[config.mk]
export PLATFORM = sky130hd
export DESIGN_NAME = inv_restart_seq
export DESIGN_NICKNAME = d
export VERILOG_FILES = /design/src/rtl/inv_seq_pkg.sv /design/src/rtl/inv_restart_seq_timer.sv /design/src/rtl/inv_restart_seq.sv
export SDC_FILE = /design/constraint.sdc
export NUM_CORES = 1
export LEC_CHECK = 0
export ABC_CLOCK_PERIOD_IN_PS = 9010
export BUFFER_PORTS_ARGS = -buffer_cell sky130_fd_sc_hd__buf_2
export CAP_MARGIN = 20
export CORE_UTILIZATION = 32
export DETAILED_ROUTE_END_ITERATION = 8
export SLEW_MARGIN = 10
export SYNTH_ARGS = -nofsm -noshare
export SYNTH_HDL_FRONTEND = slang
export SYNTH_HIERARCHICAL = 1
export SYNTH_SLANG_ARGS = --single-unit
[constraint.sdc]
create_clock -name CLK_50M -period 9.01 [get_ports CLK_50M]
set_input_delay 1.3515 -clock CLK_50M [delete_from_list [all_inputs] [get_ports CLK_50M]]
set_output_delay 1.3515 -clock CLK_50M [all_outputs]
set_load 0.02 [all_outputs]
[src/rtl/inv_seq_pkg.sv]
// Shared state encoding and default timing constants for the inverter restart sequencer.
package inv_seq_pkg;

  typedef enum logic [2:0] {
    ST_IDLE     = 3'd0,
    ST_RLY_WAIT = 3'd1,
    ST_RUN      = 3'd2,
    ST_COOL     = 3'd3,
    ST_LOCK     = 3'd4
  } seq_state_e;

  // 50 MHz clock: 10 ms relay settle, 50 ms cool-down, 1 s trip-forgiveness window
  localparam int DEF_RLY_CYC   = 500_000;
  localparam int DEF_RETRY_CYC = 2_500_000;
  localparam int DEF_MAX_TRIPS = 3;
  localparam int DEF_WIN_CYC   = 50_000_000;

  function automatic int max3(input int a, input int b, input int c);
    int m;
    m = (a > b) ? a : b;
    return (m > c) ? m : c;
  endfunction

endpackage

[src/rtl/inv_restart_seq_timer.sv]
// seq_timer: clearable up-counter that stops at lim_i and flags terminal count.
module seq_timer #(
  parameter int W = 8
) (
  input  logic         clk_i,
  input  logic         rst_i,
  input  logic         clr_i,
  input  logic         en_i,
  input  logic [W-1:0] lim_i,
  output logic         tc_o
);

  logic [W-1:0] cnt_q, cnt_d;

  assign tc_o = (cnt_q == lim_i);

  // Holding at the limit keeps the counter from ever wrapping.
  always_comb begin
    cnt_d = cnt_q;
    if (clr_i)              cnt_d = '0;
    else if (en_i && !tc_o) cnt_d = cnt_q + 1'b1;
  end

  always_ff @(posedge clk_i) begin
    if (rst_i) cnt_q <= '0;
    else       cnt_q <= cnt_d;
  end

endmodule

[src/rtl/inv_restart_seq.sv]
// Inverter relay/PWM restart sequencer with trip counting and lockout.
// Define INV_AUTO_RETRY_EN to enable cool-down retries and the trip-forgiveness window.
module inv_restart_seq
  import inv_seq_pkg::*;
#(
  parameter int RLY_CYC   = DEF_RLY_CYC,
  parameter int RETRY_CYC = DEF_RETRY_CYC,
  parameter int MAX_TRIPS = DEF_MAX_TRIPS,
  parameter int WIN_CYC   = DEF_WIN_CYC
) (
  input  logic       CLK_50M,
  input  logic       Rst,
  input  logic       Run_Req,
  input  logic       Fault,
  input  logic       Reset_D,
  output logic       Pwm_En,
  output logic       Rly_C,
  output logic       Lockout,
  output logic [1:0] Trip_Cnt,
  output logic [2:0] State
);

  localparam int              CNT_MAX   = max3(RLY_CYC, RETRY_CYC, WIN_CYC);
  localparam int              CW        = (CNT_MAX > 1) ? $clog2(CNT_MAX) : 1;
  localparam logic [CW-1:0]   RLY_LIM   = CW'(RLY_CYC - 1);
  localparam logic [CW-1:0]   RETRY_LIM = CW'(RETRY_CYC - 1);
  localparam logic [1:0]      TRIP_MAX  = 2'(MAX_TRIPS);

  seq_state_e state_q, state_d;
  logic [1:0] trip_q, trip_d, trip_base, trip_new;
  logic       rsd_q, rsd_edge, trip_ev, win_exp, tmr_tc;

  assign rsd_edge = Reset_D & ~rsd_q;
  assign trip_ev  = Fault & ((state_q == ST_RLY_WAIT) | (state_q == ST_RUN));

  // One timer serves both relay settle and cool-down; any state change restarts it.
  seq_timer #(.W(CW)) u_state_tmr (
    .clk_i (CLK_50M),
    .rst_i (Rst),
    .clr_i (state_d != state_q),
    .en_i  ((state_q == ST_RLY_WAIT) | (state_q == ST_COOL)),
    .lim_i ((state_q == ST_RLY_WAIT) ? RLY_LIM : RETRY_LIM),
    .tc_o  (tmr_tc)
  );

`ifdef INV_AUTO_RETRY_EN
  localparam logic [CW-1:0] WIN_LIM = CW'(WIN_CYC - 1);
  logic win_tc;

  seq_timer #(.W(CW)) u_win_tmr (
    .clk_i (CLK_50M),
    .rst_i (Rst),
    .clr_i ((state_q != ST_RUN) | (state_d != ST_RUN) | win_tc),
    .en_i  (state_q == ST_RUN),
    .lim_i (WIN_LIM),
    .tc_o  (win_tc)
  );

  assign win_exp = win_tc & (state_q == ST_RUN);
`else
  assign win_exp = 1'b0;
`endif

  always_comb begin
    state_d   = state_q;
    trip_d    = trip_q;
    // A trip landing on window expiry counts against a freshly forgiven history.
    trip_base = win_exp ? 2'd0 : trip_q;
    trip_new  = (trip_base >= TRIP_MAX) ? TRIP_MAX : trip_base + 2'd1;
    if (rsd_edge || win_exp) trip_d = '0;
    if (trip_ev) begin
      trip_d = trip_new;
`ifdef INV_AUTO_RETRY_EN
      state_d = (trip_new == TRIP_MAX) ? ST_LOCK : ST_COOL;
`else
      state_d = ST_LOCK;
`endif
    end else begin
      case (state_q)
        ST_IDLE:     if (Run_Req && !Fault) state_d = ST_RLY_WAIT;
        ST_RLY_WAIT: if (!Run_Req) state_d = ST_IDLE;
                     else if (tmr_tc) state_d = ST_RUN;
        ST_RUN:      if (!Run_Req) state_d = ST_IDLE;
        ST_COOL:     if (!Run_Req) state_d = ST_IDLE;
                     else if (tmr_tc && !Fault) state_d = ST_RUN;
        ST_LOCK:     if (rsd_edge) state_d = ST_IDLE;
        default:     state_d = ST_IDLE;
      endcase
    end
  end

  always_ff @(posedge CLK_50M) begin
    if (Rst) begin
      state_q <= ST_IDLE;
      trip_q  <= '0;
      rsd_q   <= 1'b0;
    end else begin
      state_q <= state_d;
      trip_q  <= trip_d;
      rsd_q   <= Reset_D;
    end
  end

  // Fault gates PWM combinationally so cut-off does not wait for a clock edge.
  assign Pwm_En   = (state_q == ST_RUN) & ~Fault;
  assign Rly_C    = (state_q == ST_RLY_WAIT) | (state_q == ST_RUN) | (state_q == ST_COOL);
  assign Lockout  = (state_q == ST_LOCK);
  assign Trip_Cnt = trip_q;
  assign State    = state_q;

endmodule

==> impl_metrics.sql, run 1 <==
INSERT INTO impl_metrics (metric_group, metric, value, unit) VALUES
('cells_and_area', 'layout-drive-gt1-share', '0.131', ''),
('placement', 'dp_hpwl', '3290', 'µm'),
('route', 'vias_per_cell', '5.05', ''),
('global_route', 'globalRouteMet2Util', '0.231', ''),
('route', 'drtIter0Drc', '128', ''),
('clock_tree', 'holdBufCountCts', '0', ''),
('route', 'drt-total-wl', '4470', 'µm'),
('synthesis', 'mappedNetlistArea', '2040', 'µm²'),
('synthesis', 'synthArstFlopShare', '0', ''),
('global_route', 'globalRouteOverflowTotal', '0', ''),
('cells_and_area', 'synth_to_final_area_change', '11.5', '%'),
('pwr', 'ir_worst_vdd', '0.0647', 'mV'),
('die', 'floorplan.die_area', '6710', 'µm²'),
('die', 'row_count', '28', ''),
('route', 'remaining_antenna_violation_count_after_routing', '0', ''),
('critical_path', 'endpoint_type_of_the_worst_setup_path', 'flop', ''),
('pwr', 'netSwitchingFraction', '0.253', ''),
('critical_path', 'worstPathCellList', 'and2b_1, nand2b_1, xor2_1, nor4_1, nand4_1, nor2_1, nor2b_1, nand4bb_1, a32o_1, or2_2, nor2_1, a41o_2', ''),
('route', 'drt-pass1-iter-count', '4', ''),
('global_route', 'grt_start_max_net_pins', '27', ''),
('synthesis', 'ys_ff_latch', '32', ''),
('pwr', 'power_density', '124', 'nW/µm²'),
('global_route', 'gr-max-usage-layer', 'met2', ''),
('die', 'dieHeight', '81.9', 'µm'),
('global_route', 'grtUsageMet1', '0.207', ''),
('global_route', 'groute.usage.overall', '0.150', ''),
('cells_and_area', 'final-instance-count-excl-fill', '350', ''),
('critical_path', 'worstSetupPathDepth', '12', ''),
('critical_path', 'cpLargestDelayFamily', 'simple AND/OR/NAND/NOR gates', ''),
('placement', 'detailedPlace.worstSlack', '5.34', 'ns'),
('clock_tree', 'clockBufferDepth', '2', ''),
('clock_tree', 'tritoncts', 'done', ''),
('sta', 'rsz0062_at_grt', 'false', ''),
('synthesis', 'syn_area_per_cell', '8.21', 'µm²'),
('die', 'total_core_area', '6030', 'µm²'),
('clock_tree', 'cts.root.buffer_cell', 'clkbuf_8', ''),
('synthesis', 'synth_sequential_area_ratio', '0.313', ''),
('clock_tree', 'htree_levels', '2', ''),
('cells_and_area', 'num_antenna_cells', '0', ''),
('clock_tree', 'clkLatencyLatePin', '0.28', 'ns'),
('run_status', 'run_status', 'finished clean', ''),
('sta', 'post-route-min-period', '3.70', 'ns'),
('placement', 'numPlacedInstances', '342', ''),
('synthesis', 'synth.top_cell.area_share', '0.313', ''),
('global_route', 'first_global_vias', '1532', ''),
('sta', 'finalMaxSlewViolations', '0', ''),
('synthesis', 'synth_edf_count', '0', ''),
('critical_path', 'timing.critical_path.slowest_cell_delay', '0.52', 'ns'),
('synthesis', 'count_of_different_cell_masters_after_synthesis', '52', ''),
('die', 'die_w', '81.9', 'µm'),
('pwr', 'switchingPower', '0.0715', 'mW'),
('sta', 'final.setup.worst_slack', '5.31', 'ns'),
('critical_path', 'r2r_worst_path_depth', '12', ''),
('pwr', 'share_comb_of_total_power', '0.087', ''),
('cells_and_area', 'finalInstanceArea', '2280', 'µm²'),
('die', 'design.portCount', '13', ''),
('sta', 'timing.slew.headroom', '0.373', ''),
('sta', 'fin_skew', '0.00433', 'ns'),
('critical_path', 'critical_path.slowest_cell', 'dfxtp_1', ''),
('synthesis', 'synth.area.top_cells', 'dfxtp_1, xor2_1, nor2_1', ''),
('global_route', 'global_route_wire_length_before_repair', '7590', 'µm'),
('critical_path', 'path_buf_inv', '0', ''),
('placement', 'gp_congestion', '0.971', ''),
('pwr', 'clkPwrFrac', '0.405', ''),
('clock_tree', 'post_cts_buffers', '0', ''),
('synthesis', 'synthDominantAreaCellType', 'dfxtp_1', ''),
('cells_and_area', 'register_area', '641', 'µm²'),
('pwr', 'internal_power', '0.211', 'mW'),
('sta', 'setup_viol', '0', ''),
('job', 'cap_violations', '0', ''),
('global_route', 'grt_antenna_before_repair', '0', '');
[through the flow]
step	total power [mW]	util
finish	0.283	0.378
global route	0.296	0.378
CTS	0.288	0.378
detailed placement	0.171	0.363
global placement	0.171	0.363
floorplan	0.165	-
[registers in the layout (all words and copies together), names as in the netlist]
| name | flops |
|---|---|
| u_state_tmr/cnt_q | 26 |
| rsd_q | 1 |
| State | 3 |
| Trip_Cnt | 2 |
[path summary, 6_finish.rpt]
path          startpoint                     to  slack (ns)
min          Trip_Cnt[1]            Trip_Cnt[1]        0.50
max reg2reg     State[0]  u_state_tmr/cnt_q[16]        5.31
min reg2reg  Trip_Cnt[1]            Trip_Cnt[1]        0.50
max             State[0]  u_state_tmr/cnt_q[16]        5.31
[logic make-up (layout without fill, tap and decap cells)]
| group | after synthesis | in the layout | share of synthesized area |
|---|---|---|---|
| buf+inv | 19 | 26 | 0.0514 |
| compound gates | 53 | 53 | 0.188 |
| simple gates | 105 | 105 | 0.277 |
| flops | 32 | 32 | 0.313 |
| xor+xnor | 34 | 34 | 0.146 |
| other cells | 2 | 21 | 0.00367 |
| mux | 3 | 3 | 0.0153 |
| fa+ha+maj | 1 | 1 | 0.00612 |
[power by group through the flow]
stage | Combinational (mW) | Clock [mW] | Sequential, mW
final | 0.0245 | 0.115 | 0.143
after detailed placement | 0.0244 | 0 | 0.147
after floorplan | 0.0188 | 0 | 0.147
after global routing | 0.0280 | 0.124 | 0.144
after CTS | 0.0246 | 0.120 | 0.143
after global placement | 0.0243 | 0 | 0.147
[cell type report]
type                       count  area share
inverter                       6     0.00988
multi-input combinational    217       0.601
clock inverter                 2     0.00439
timing repair buffer          12      0.0263
clock buffer                   6      0.0362
sequential                    32       0.281
tap                           75      0.0412
[per-layer routing]
layer	vias up	share of wire	routed length (µm)
li1	926	-	-
met1	800	0.50	2240
met2	33	0.45	2000
met3	7	0.041	184
met4	0	0.0098	44
met5	-	0	0
[Yosys cell counts, types with 3 or more instances]
master    number
nor2_1        30
a31o_2         5
inv_1          6
dfxtp_1       32
nand3_1       10
xor2_1        28
nor4_1         8
or3_1          7
clkbuf_1       4
a31oi_1        4
nand2_1       18
o21ai_0        8
a21oi_1       16
nand4_1        7
buf_2          4
xnor2_1        6
a211oi_1       4
and3_1         3
a41o_1         4
nand2b_1       5
[worst reg2reg max path, stage by stage, from the launching register on]
cell and delay (ns):
dfxtp_1 0.52, and2b_1 0.39, nand2b_1 0.22, xor2_1 0.19
nor4_1 0.38, nand4_1 0.20, nor2_1 0.30, nor2b_1 0.25
nand4bb_1 0.15, a32o_1 0.20, or2_2 0.46, nor2_1 0.09
a41o_2 0.28
[placed cells by master (no fill, tap or decap), types with 2 or more instances in the layout]
cell | synthesis | final
dfxtp_1 | 32 | 32
nor2_1 | 30 | 30
xor2_1 | 28 | 28
conb_1 | 2 | 21
nand2_1 | 18 | 18
a21oi_1 | 16 | 16
buf_2 | 4 | 12
nand3_1 | 10 | 10
o21ai_0 | 8 | 8
nor4_1 | 8 | 8
or3_1 | 7 | 7
nand4_1 | 7 | 7
inv_1 | 6 | 6
clkbuf_8 | 0 | 6
xnor2_1 | 6 | 6
nand2b_1 | 5 | 5
a31o_2 | 5 | 5
a211oi_1 | 4 | 4
a31oi_1 | 4 | 4
a41o_1 | 4 | 4
and3_1 | 3 | 3
and2b_1 | 2 | 2
nor3_1 | 2 | 2
nor2b_1 | 2 | 2
clkinv_2 | 0 | 2
and2_1 | 2 | 2
mux2i_1 | 2 | 2
(Power assumes the default switching activity.)
==> inputs of run 2 (changes only) <==
Settings changed: ABC_CLOCK_PERIOD_IN_PS 9010 to 3600.
Clock period 9.01 ns to 3.6 ns, I/O delays scaled along.
==> run 2 against run 1 <==
Net effect: cell count grew 0.29%; combinational power grew to 2.6 times the previous value; total power is 140% higher; sequential share of layout area shrank 0.11 points; sequential power grew to 2.5 times the previous value; non-clock buffer count up 4; global-route usage grew 0.16 points; via count grew 3.3%; sequential cell count stayed put; design area grew 0.38%; count of clock-buffer cells in the layout fell by 1; critical path type unchanged; largest cell class unchanged.
==> impl_metrics.sql, run 2 (synthesized netlist as in run 1, its figures left out) <==
INSERT INTO impl_metrics (metric_group, metric, value, unit) VALUES
('cells_and_area', 'largest_register_ffs', '26', ''),
('global_route', 'first_global_vias', '1583', ''),
('job', 'cap_violations', '0', ''),
('route', 'drt-total-wl', '4600', 'µm'),
('clock_tree', 'holdBufCountCts', '0', ''),
('global_route', 'grt_antenna_before_repair', '0', ''),
('cells_and_area', 'num_antenna_cells', '0', ''),
('clock_tree', 'cts.root.buffer_cell', 'clkbuf_8', ''),
('sta', 'fmax', '314', 'MHz'),
('critical_path', 'setup.worst_path.start_class', 'flop', ''),
('clock_tree', 'post_cts_buffers', '0', ''),
('pwr', 'share_comb_of_total_power', '0.096', ''),
('placement', 'gp_congestion', '0.854', ''),
('die', 'initial_core_util', '0.339', ''),
('die', 'floorplan.die_area', '6710', 'µm²'),
('die', 'total_core_area', '6030', 'µm²'),
('pwr', 'power_frac_seq', '0.531', ''),
('clock_tree', 'cts.reportedPaths.clkPinSlew', '0.06', 'ns'),
('critical_path', 'crit_type', 'reg -> reg', ''),
('cells_and_area', 'register_area', '641', 'µm²'),
('global_route', 'globalRouteOverflowTotal', '0', ''),
('pwr', 'power_density', '295', 'nW/µm²'),
('sta', 'timing.slew.headroom', '0.492', ''),
('sta', 'finalMaxSlewViolations', '0', ''),
('die', 'row_count', '28', ''),
('die', 'dieHeight', '81.9', 'µm'),
('placement', 'dp_hpwl', '3290', 'µm'),
('route', 'drt-pass1-iter-count', '4', ''),
('global_route', 'grt_start_max_net_pins', '27', ''),
('sta', 'final_number_of_hold_violating_endpoints', '0', ''),
('global_route', 'groute.usage.overall', '0.151', ''),
('clock_tree', 'tritoncts', 'done', ''),
('route', 'route.vias.total', '1825', ''),
('critical_path', 'endpoint_type_of_the_worst_setup_path', 'flop', ''),
('route', 'drcViolationCount', '0', ''),
('pwr', 'clkPwrFrac', '0.373', ''),
('cells_and_area', 'synth_to_final_area_change', '11.9', '%'),
('critical_path', 'worst-endpoint-arrival', '3.37', 'ns'),
('pwr', 'ir_worst_vdd', '0.145', 'mV'),
('route', 'remaining_antenna_violation_count_after_routing', '0', ''),
('critical_path', 'worst-endpoint-required', '3.78', 'ns'),
('pwr', 'internal_power', '0.503', 'mW'),
('critical_path', 'critical_path_peak_fanout', '26', ''),
('clock_tree', 'clock_sink_count', '32', ''),
('run_status', 'run_status', 'finished clean', ''),
('die', 'die_w', '81.9', 'µm'),
('pwr', 'power.total', '0.675', 'mW'),
('route', 'wl_per_cell', '13.1', 'µm'),
('route', 'vias_per_cell', '5.20', ''),
('sta', 'post-route-min-period', '3.19', 'ns'),
('clock_tree', 'cts_inserted_buffers', '5', ''),
('placement', 'numPortBuffers', '12', ''),
('cells_and_area', 'design.final.nets', '284', ''),
('cells_and_area', 'footprint_of_the_multi_input_gates', '1370', 'µm²'),
('cells_and_area', 'commonest_non_fill_non_tap_cell_in_the_layout', 'dfxtp_1', ''),
('sta', 'final.setup.worst_slack', '0.411', 'ns'),
('placement', 'detailedPlace.worstSlack', '0.305', 'ns'),
('cells_and_area', 'top_register', 'u_state_tmr/cnt_q', ''),
('cells_and_area', 'finalCoreUtilization', '0.380', ''),
('cells_and_area', 'filler_cell_count', '641', ''),
('hold_path', 'timing.hold.worst.class', 'in -> reg', ''),
('clock_tree', 'clockBufferDepth', '2', ''),
('sta', 'final.setup.tns', '0', 'ns'),
('clock_tree', 'htree_levels', '2', ''),
('pwr', 'switchingPower', '0.172', 'mW'),
('route', 'drtIter0Drc', '133', ''),
('die', 'design.portCount', '13', ''),
('cells_and_area', 'mostFrequentLayoutCells', 'dfxtp_1, nor2_1, xor2_1, conb_1, nand2_1', ''),
('sta', 'fin_skew', '0.00647', 'ns'),
('cells_and_area', 'layout-drive-gt1-share', '0.134', ''),
('sta', 'setup_viol', '0', ''),
('clock_tree', 'clkLatencyLatePin', '0.28', 'ns'),
('clock_tree', 'cts-resized-gates', '0', ''),
('pwr', 'leakage', '0.969', 'nW'),
('sta', 'rsz0062_at_grt', 'false', ''),
('sta', 'min_period_over_period', '0.886', ''),
('pwr', 'netSwitchingFraction', '0.255', ''),
('global_route', 'global_route_wire_length_before_repair', '7580', 'µm'),
('sta', 'max_slew.worst_pin.slew', '0.762', 'ns');
run 2: cell count changes in the layout (fill, tap and decap cells not counted), sizes merged:
| cell | previous run | this run |
|---|---|---|
| clkinv | 2 | 0 |
| clkbuf | 6 | 5 |
| buf | 12 | 16 |
run 2: final timing paths:
path                                end        start  slack (ns)  depth (start not counted)
setup / recovery  u_state_tmr/cnt_q[16]     State[0]        0.41                         12
hold / removal                    rsd_q      Reset_D        0.48                          2
setup reg to reg  u_state_tmr/cnt_q[16]     State[0]        0.41                         12
hold reg to reg             Trip_Cnt[1]  Trip_Cnt[1]        0.50                          2
run 2: area by class of cell:
| type | count | area share |
|---|---|---|
| tap | 75 | 0.0410 |
| timing repair buffer | 16 | 0.0394 |
| multi-input combinational | 217 | 0.600 |
| clock buffer | 5 | 0.0301 |
| sequential | 32 | 0.280 |
| inverter | 6 | 0.00984 |
run 2: stage by stage:
stage	cell area, µm²	instances	hold slack [ns]
after floorplan	2120	268	0.471
final	2290	351	0.484
after global routing	2290	351	0.500
after global placement	2220	346	0.485
after CTS	2290	351	0.482
after detailed placement	2220	346	0.490
run 2: critical path, stage by stage (launching register included):
cell and delay, ns:
dfxtp_1 0.52, and2b_1 0.19, nand2b_1 0.14, xor2_1 0.17, nor4_1 0.41, nand4_1 0.20, nor2_1 0.16, nor2b_1 0.22
nand4bb_1 0.15, a32o_1 0.22, or2_4 0.34, nor2_1 0.08, a41o_2 0.28
run 2: metal layers:
layer / share of wire / vias to the layer above / global-route usage
li1: - / 932 / -
met1: 0.46 / 823 / 0.198
met2: 0.45 / 59 / 0.231
met3: 0.064 / 11 / 0.0433
met4: 0.025 / 0 / 0.0632
met5: 0 / - / 0
run 2: power by group through the flow:
stage / sequential (mW) / clock (mW) / combinational, mW
after global routing: 0.359 / 0.270 / 0.0724
after detailed placement: 0.366 / 0 / 0.0635
after CTS: 0.359 / 0.257 / 0.0640
final: 0.359 / 0.251 / 0.0648
after floorplan: 0.367 / 0 / 0.0470
after global placement: 0.366 / 0 / 0.0638
